### src/rtl/rr_resource_arbiter_if.sv
// Request/grant bundle between requester FSMs and the round-robin arbiter.
// The arbiter uses the slave modport; requesters (or a bench) use master.
interface rr_resource_arbiter_if #(
  parameter int N = 4
);
  localparam int ID_W = (N > 1) ? $clog2(N) : 1;

  logic [N-1:0]    req;
  logic [N-1:0]    gnt;
  logic [ID_W-1:0] gnt_id;
  logic            busy;
  logic            preempt;

  modport master (output req, input gnt, gnt_id, busy, preempt);
  modport slave  (input req, output gnt, gnt_id, busy, preempt);
endinterface

### src/rtl/rr_resource_arbiter.sv
// Round-robin arbiter for one multi-cycle shared resource: registered sticky
// one-hot grant with an optional hold limit that forces rotation.
module rr_resource_arbiter #(
  parameter int N        = 4,
  parameter int MAX_HOLD = 16
) (
  input  logic                 clk,
  input  logic                 rst,
  rr_resource_arbiter_if.slave arb
);
  localparam int ID_W = (N > 1) ? $clog2(N) : 1;
  localparam int HC_W = (MAX_HOLD > 2) ? $clog2(MAX_HOLD) : 1;
  localparam logic [HC_W-1:0] CNT_MAX = (MAX_HOLD == 0) ? '0 : HC_W'(MAX_HOLD - 1);

  typedef enum logic {IDLE, GRANT} state_t;

  typedef struct packed {
    logic            found;
    logic [ID_W-1:0] idx;
  } pick_t;

  state_t          state_q, state_d;
  logic [N-1:0]    gnt_q, gnt_d;
  logic [ID_W-1:0] id_q, id_d;
  logic [ID_W-1:0] ptr_q, ptr_d;
  logic [HC_W-1:0] cnt_q, cnt_d;
  logic            pre_q, pre_d;
  logic [N-1:0]    others;
  pick_t           idle_pick, next_pick;

  function automatic logic [ID_W-1:0] inc_mod(input logic [ID_W-1:0] v);
    return (int'(v) == N - 1) ? '0 : v + ID_W'(1);
  endfunction

  // First set bit of r scanning upward from start, wrapping mod N.
  function automatic pick_t search(input logic [N-1:0] r, input logic [ID_W-1:0] start);
    pick_t p;
    int    j;
    p = '0;
    for (int i = 0; i < N; i++) begin
      j = int'(start) + i;
      if (j >= N) j -= N;
      if (!p.found && r[j]) begin
        p.found = 1'b1;
        p.idx   = ID_W'(j);
      end
    end
    return p;
  endfunction

  // The holder is masked out so a forced rotation never lands back on it.
  assign others    = arb.req & ~gnt_q;
  assign idle_pick = search(arb.req, ptr_q);
  assign next_pick = search(others, inc_mod(id_q));

  always_comb begin
    // NOTE: every variable gets a default before the case so no path leaves
    // it unassigned; that is what keeps this block from inferring latches.
    state_d = state_q;
    gnt_d   = gnt_q;
    id_d    = id_q;
    ptr_d   = ptr_q;
    cnt_d   = cnt_q;
    pre_d   = 1'b0;

    case (state_q)
      IDLE: begin
        if (idle_pick.found) begin
          state_d                = GRANT;
          gnt_d                  = '0;
          gnt_d[idle_pick.idx]   = 1'b1;
          id_d                   = idle_pick.idx;
          cnt_d                  = '0;
        end
      end

      GRANT: begin
        if (!arb.req[id_q]) begin
          ptr_d = inc_mod(id_q);
          if (next_pick.found) begin
            gnt_d                = '0;
            gnt_d[next_pick.idx] = 1'b1;
            id_d                 = next_pick.idx;
            cnt_d                = '0;
          end else begin
            state_d = IDLE;
            gnt_d   = '0;
          end
        end else if (MAX_HOLD != 0 && cnt_q == CNT_MAX && next_pick.found) begin
          ptr_d                = inc_mod(id_q);
          gnt_d                = '0;
          gnt_d[next_pick.idx] = 1'b1;
          id_d                 = next_pick.idx;
          cnt_d                = '0;
          pre_d                = 1'b1;
        end else if (MAX_HOLD != 0 && cnt_q != CNT_MAX) begin
          // A lone holder parks at CNT_MAX so a late arrival rotates promptly.
          cnt_d = cnt_q + HC_W'(1);
        end
      end

      default: state_d = IDLE;
    endcase
  end

  always_ff @(posedge clk) begin
    // NOTE: non-blocking assignments so every register samples pre-edge
    // values, independent of statement order.
    if (rst) begin
      state_q <= IDLE;
      gnt_q   <= '0;
      id_q    <= '0;
      ptr_q   <= '0;
      cnt_q   <= '0;
      pre_q   <= 1'b0;
    end else begin
      state_q <= state_d;
      gnt_q   <= gnt_d;
      id_q    <= id_d;
      ptr_q   <= ptr_d;
      cnt_q   <= cnt_d;
      pre_q   <= pre_d;
    end
  end

  assign arb.gnt     = gnt_q;
  assign arb.gnt_id  = id_q;
  assign arb.busy    = |gnt_q;
  assign arb.preempt = pre_q;
endmodule

### src/flat_wrapper.sv
// flat-port wrapper written by rule: the top's interface ports become plain ports
module rr_resource_arbiter_flat 
#(
  parameter int N        = 4,
  parameter int MAX_HOLD = 16
)
  (clk, rst, arb_req, arb_gnt, arb_gnt_id, arb_busy, arb_preempt);
  rr_resource_arbiter_if #(.N(N)) arb_i ();
  input  logic clk;
  input  logic rst;
  input wire logic [$bits(arb_i.req)-1:0] arb_req;
  output wire logic [$bits(arb_i.gnt)-1:0] arb_gnt;
  output wire logic [$bits(arb_i.gnt_id)-1:0] arb_gnt_id;
  output wire logic [$bits(arb_i.busy)-1:0] arb_busy;
  output wire logic [$bits(arb_i.preempt)-1:0] arb_preempt;
  assign arb_i.req = arb_req;
  assign arb_gnt = arb_i.gnt;
  assign arb_gnt_id = arb_i.gnt_id;
  assign arb_busy = arb_i.busy;
  assign arb_preempt = arb_i.preempt;
  rr_resource_arbiter #(.N(N), .MAX_HOLD(MAX_HOLD)) u_core (.clk(clk), .rst(rst), .arb(arb_i));
endmodule
### config.mk
export PLATFORM = sky130hd
export DESIGN_NAME = rr_resource_arbiter_flat
export DESIGN_NICKNAME = d
export VERILOG_FILES = /design/src/rtl/rr_resource_arbiter_if.sv /design/src/rtl/rr_resource_arbiter.sv /design/src/flat_wrapper.sv
export SDC_FILE = /design/constraint.sdc
export NUM_CORES = 1
export LEC_CHECK = 0
export ABC_AREA = 1
export CAP_MARGIN = 20
export CORE_MARGIN = 10
export CORE_UTILIZATION = 60
export CTS_CLUSTER_DIAMETER = 30
export DETAILED_ROUTE_END_ITERATION = 10
export HOLD_SLACK_MARGIN = 0.1
export PLACE_DENSITY = 0.83
export SKIP_CTS_REPAIR_TIMING = 1
export SLEW_MARGIN = 20
export SYNTH_ARGS = -nofsm -noshare
export SYNTH_HDL_FRONTEND = slang
export SYNTH_SLANG_ARGS = --single-unit
### constraint.sdc
create_clock -name clk -period 3.6 [get_ports clk]
set_input_delay 0.72 -clock clk [delete_from_list [all_inputs] [get_ports clk]]
set_output_delay 0.72 -clock clk [all_outputs]
set_load 0.03 [all_outputs]
-- After elaboration in Yosys (flattened, before gate mapping)
Cells that the tools add are included.
W data, S select, Z words.
- flip-flop bits (word level): 14
- bits of input ports: 6
- output and inout bits: 8
- word-level logic and storage cells: 146
- add/subtract/negate cells: 16
- order comparisons: 21
- equality and inequality tests: 8
- mux-type cells: 70
- bitwise operators: 4
- reduce and logical (&&, ||, !) cells: 21
- operator list (kind ; number):
    $lt A32 B4 Y1 const B ; 8
    $mux W32 ; 8
    $ge A32 B4 Y1 const B ; 6
    $sub A32 B4 Y32 const B ; 6
    $mux W4 ; 9
    $mux W3 ; 8
    $mux W1 ; 23
    $bmux W1 S2 ; 9
    $pmux W4 S2 ; 2
    $mux W2 ; 7
    $add A2 B2 Y3 const B ; 4
    $logic_and A1 B1 Y1 ; 9
    $lt A2 B3 Y1 const B ; 3
    $ne A4 B4 Y1 const B ; 2
    $sub A2 B3 Y4 const B ; 2
    $add A2 B1 Y3 const B ; 2
    $ge A2 B3 Y1 const B ; 2
    $logic_not A1 Y1 ; 6
    $ne A3 B3 Y1 const B ; 2
    $reduce_and A3 Y1 ; 2
    $add A4 B1 Y4 const B ; 1
    $and A4 B4 Y4 ; 1
    $demux W1 S2 ; 2
    $eq A4 B4 Y1 const B ; 1
    12 further kinds ; 15

-- Depth between registers and ports, before layout
- depth after elaboration: 24
- gate-level depth with buffers: 16
- gate-level depth less buffers: 16

-- Least setup slack after synthesis
No wires, ideal clock.
- path type: reg-to-reg
- start: reg u_core.id_q[1] (netlist: u_core.arb.gnt_id[1])
- end: reg u_core.gnt_q[2] (netlist: u_core.arb.gnt[2])
- setup time: 109 ps
- arrival: 1889 ps
- data required time: 3491 ps
- slack: 1603 ps
- cell stages (with the launch flop): 16
- path buffers: 0
- clock period less this slack: 1997 ps
- cells stage by stage: dfxtp_1 > ha_1 > inv_2 > o21ai_0 > nand2_2 > nand2_1 > nand2_2 > nand3_4 > nand2_4 > nand2_4 > nand2_4 > nand3_1 > nand2_1 > inv_1 > nand2_1 > inv_1
- longest elaborated chain between the ends: 24
- elaborated cells between the ends (all ways): 54
- classes of those cells: 8 x add/sub; 6 x order compare; 2 x eq/ne; 29 x mux; 9 x reduce/logical
- ends and longest elaborated chain (item ; line ; text):
    start, declared ; rr_resource_arbiter.sv:24 ; logic [ID_W-1:0] id_q, id_d;
    start signal, assigned ; rr_resource_arbiter.sv:119 ; id_q <= id_d;
    branches (longest 24 deep; another with $sub A32 B4 Y32) ; - ;
    end signal, assigned ; rr_resource_arbiter.sv:118 ; gnt_q <= gnt_d;
    end, declared ; rr_resource_arbiter.sv:23 ; logic [N-1:0] gnt_q, gnt_d;
Parallel ways; which one is timed is not known. The select of a mux whose other input is x is not followed.
A chain may end at the register's enable or synchronous reset.

-- Final worst setup path
- start: reg u_core.id_q[0] (netlist: u_core.arb.gnt_id[0])
- end: reg u_core.gnt_q[2] (netlist: u_core.arb.gnt[2])
Same word-level chain as after synthesis.

==> impl_metrics.json <==
{
  "worst_setup_path_end_kind": "register",
  "fin_crit_sh": 0.6737,
  "regToRegSetupSlack_ps": 1170,
  "core-area_um2": 2233,
  "yosys.area.top_type": "nand2_1",
  "final.setup_skew_ps": 1.753,
  "ys_types": 23,
  "synth_edf_count": 0,
  "cts_buffers": 3,
  "met2_length_mm": 1.618,
  "slew_headroom": 0.6681,
  "viasPerCell": 5.220,
  "final-instance-count-excl-fill": 291,
  "holdPathStages": 2,
  "reg2regPathDepth": 14,
  "synth_cells": 250,
  "h-tree-depth": 1,
  "crit_top_cell": "nand2_1",
  "timing.rr.start": "u_core.arb.gnt_id[0]$_SDFFE_PP0P_",
  "syn2layout_area_growth_pct": 11.64,
  "ys_ff_latch": 14,
  "preCtsSetupSlack_ps": 1039,
  "place_area_um2": 1562,
  "antenna_found_initial": 0,
  "timing.rr.end": "u_core.arb.gnt[2]$_SDFFE_PP0P_",
  "synthArstFlopShare": 0,
  "ys_seq_area_frac": 0.1975,
  "worst-path-max-fanout": 10,
  "rows": 17,
  "insertion_delay_ps": 280,
  "placed_cells": 288,
  "min_to": "u_core.cnt_q[1]$_SDFFE_PP0P_",
  "power.leakage_nw": 0.8763,
  "yosys_warnings": 0,
  "crit_family": "simple AND/OR/NAND/NOR gates",
  "place_hpwl_mm": 2.747,
  "vias": 1519,
  "setup_slack_ps": 1175,
  "syn_area_um2": 1419,
  "wl_per_cell_um": 11.63,
  "setup_violations": 0,
  "cp_num_buf_inv": 2,
  "cts_tree": "yes",
  "fp.dieW_um": 68.63,
  "cpPeakStageDelay_ps": 640,
  "required_ps": 3830,
  "crit_chain": "ha_1 -> inv_2 -> o21ai_0 -> nand2_2 -> nand2_2 -> nand2_4 -> nor2_1 -> nor2_1 -> nand2_1 -> a21oi_1 -> nand2_1 -> nand3_1 -> nand2_1 -> inv_1",
  "clockRootBuffer": "clkbuf_4",
  "routed.top_layer": "met4",
  "drive_gt1_frac": 0.1217,
  "start_util": 0.6353,
  "grt_pass1_wl_mm": 6.009,
  "final_core_util": 0.7092,
  "clockBufferDepth": 2,
  "fin_crit_ps": 2425,
  "rsz0062_at_grt": "no",
  "first_global_vias": 1290,
  "synthTopCellsByArea": "nand2_1, dfxtp_1, inv_1",
  "diodes": 0,
  "arrival_ps": 2660,
  "design_area_um2": 1584,
  "hold_violations": 0,
  "track_usage": 0.1605,
  "clkSinkCount": 14,
  "wl_met1_mm": 1.607,
  "drv_cap": 0,
  "drt-initial-drc-count": 152,
  "critPathSlowestCell": "dfxtp_1",
  "clk_pin_slew_ps": 90,
  "layout.nets": 273,
  "status": "complete, no violations",
  "max_freq_mhz": 412.3,
  "worst_pin_slew_ps": 497.1,
  "ys.flop_type": "dfxtp_1",
  "holdWs_ps": 512.5,
  "gp_congestion": 0.8794,
  "wl_mm": 3.384,
  "peakVddDrop_mv": 0.6297,
  "wl_met3_um": 143,
  "worstHoldPathType": "reg -> reg",
  "drcViolationCount": 0,
  "synth_top_area_share": 0.2566,
  "io_buffers": 13,
  "synth_most_common_cell": "nand2_1",
  "die_y_um": 68.63,
  "timing.setup.tns_ps": 0,
  "p_total_mw": 1.496,
  "synth.top_cells.by_count": "nand2_1, inv_1, nand3_1",
  "grt_max_degree": 13,
  "p_per_area_nw_per_um2": 944.4,
  "avgSynthCellArea_um2": 5.675,
  "drv_slew": 0,
  "hp-start": "u_core.cnt_q[1]$_SDFFE_PP0P_",
  "drtAntennaViolNets": 0,
  "grt_remaining_overflow": 0,
  "drt_first_pass_iters": 4,
  "crit_type": "reg -> reg",
  "design.die.area_um2": 4710,
  "startpoint_type": "register",
  "syn_nets": 258,
  "ios": 14
}
## power breakdown
| part | switching, mW | internal, mW | total [mW] |
|---|---|---|---|
| sequential | 0.0684 | 0.202 | 0.271 |
| combinational | 0.755 | 0.379 | 1.13 |
| clock | 0.0522 | 0.0388 | 0.0911 |
| total | 0.876 | 0.620 | 1.50 |
## layout by cell type (no fill, tap or decap)
cell / synthesis / final
o211ai_1: 2 / 2
nor2_2: 1 / 1
inv_1: 34 / 34
inv_2: 3 / 3
nor2_1: 15 / 15
nand3_4: 1 / 1
ha_1: 2 / 2
clkbuf_4: 0 / 3
nand3_1: 24 / 24
a21oi_1: 9 / 9
nor2_8: 1 / 1
dfxtp_1: 14 / 14
o21ai_0: 7 / 7
nand2_1: 97 / 97
xor2_1: 2 / 2
nor2_4: 1 / 1
inv_4: 1 / 1
nand4_1: 7 / 7
nand2_4: 7 / 7
clkdlybuf4s50_1: 0 / 13
o21ai_1: 5 / 5
clkinv_2: 1 / 1
nand2_2: 12 / 12
nand3_2: 1 / 1
## cell families after synthesis
| kind of cell | share of synthesized area |
|---|---|
| AND/OR/NAND/NOR | 0.5661 |
| buffers and inverters | 0.1217 |
| AO/OA/AOI/OAI | 0.08465 |
| flip-flops | 0.1975 |
| XOR/XNOR | 0.01235 |
| adder cells (fa/ha/maj) | 0.01763 |
## layer usage
layer,global-route usage,up-vias
met5,0,-
met4,0.02261,0
met3,0.03865,2
met2,0.2569,30
met1,0.2163,678
li1,-,809
## state kept, by name, summed over array words and instances, names as in the netlist
register            cells
u_core.arb.preempt      1
u_core.cnt_q            4
u_core.arb.gnt_id       2
u_core.state_q          1
u_core.arb.gnt          4
u_core.ptr_q            2
## worst max-delay path by stage
stage,depth (start not counted),startpoint,end
finish,14,u_core.arb.gnt_id[0]$_SDFFE_PP0P_,u_core.arb.gnt[2]$_SDFFE_PP0P_
global route,14,u_core.arb.gnt_id[0]$_SDFFE_PP0P_,u_core.arb.gnt[2]$_SDFFE_PP0P_
CTS,1,u_core.arb.gnt_id[0]$_SDFFE_PP0P_,arb_gnt_id[0]
detailed placement,13,arb_req[0],u_core.cnt_q[0]$_SDFFE_PP0P_
global placement,13,arb_req[0],u_core.cnt_q[1]$_SDFFE_PP0P_
floorplan,15,u_core.arb.gnt_id[1]$_SDFFE_PP0P_,u_core.arb.gnt[2]$_SDFFE_PP0P_
## cell type report
cell class	count	area, µm²
Inverter	39	150.1
Fill cell	221	649.4
Multi-Input combinational cell	194	965.9
Timing Repair Buffer	13	130.1
Tap cell	28	35.03
Sequential cell	14	280.3
Clock buffer	3	22.52
## worst register-to-register path: stages, from the launching register on
cell     delay, ps
dfxtp_1        640
ha_1           420
inv_2          140
o21ai_0        110
nand2_2        130
nand2_2         80
nand2_4        110
nor2_1          50
nor2_1          80
nand2_1         80
a21oi_1        250
nand2_1         80
nand3_1        100
nand2_1         70
inv_1           50
Note: power is estimated with default switching activity, not from simulation.
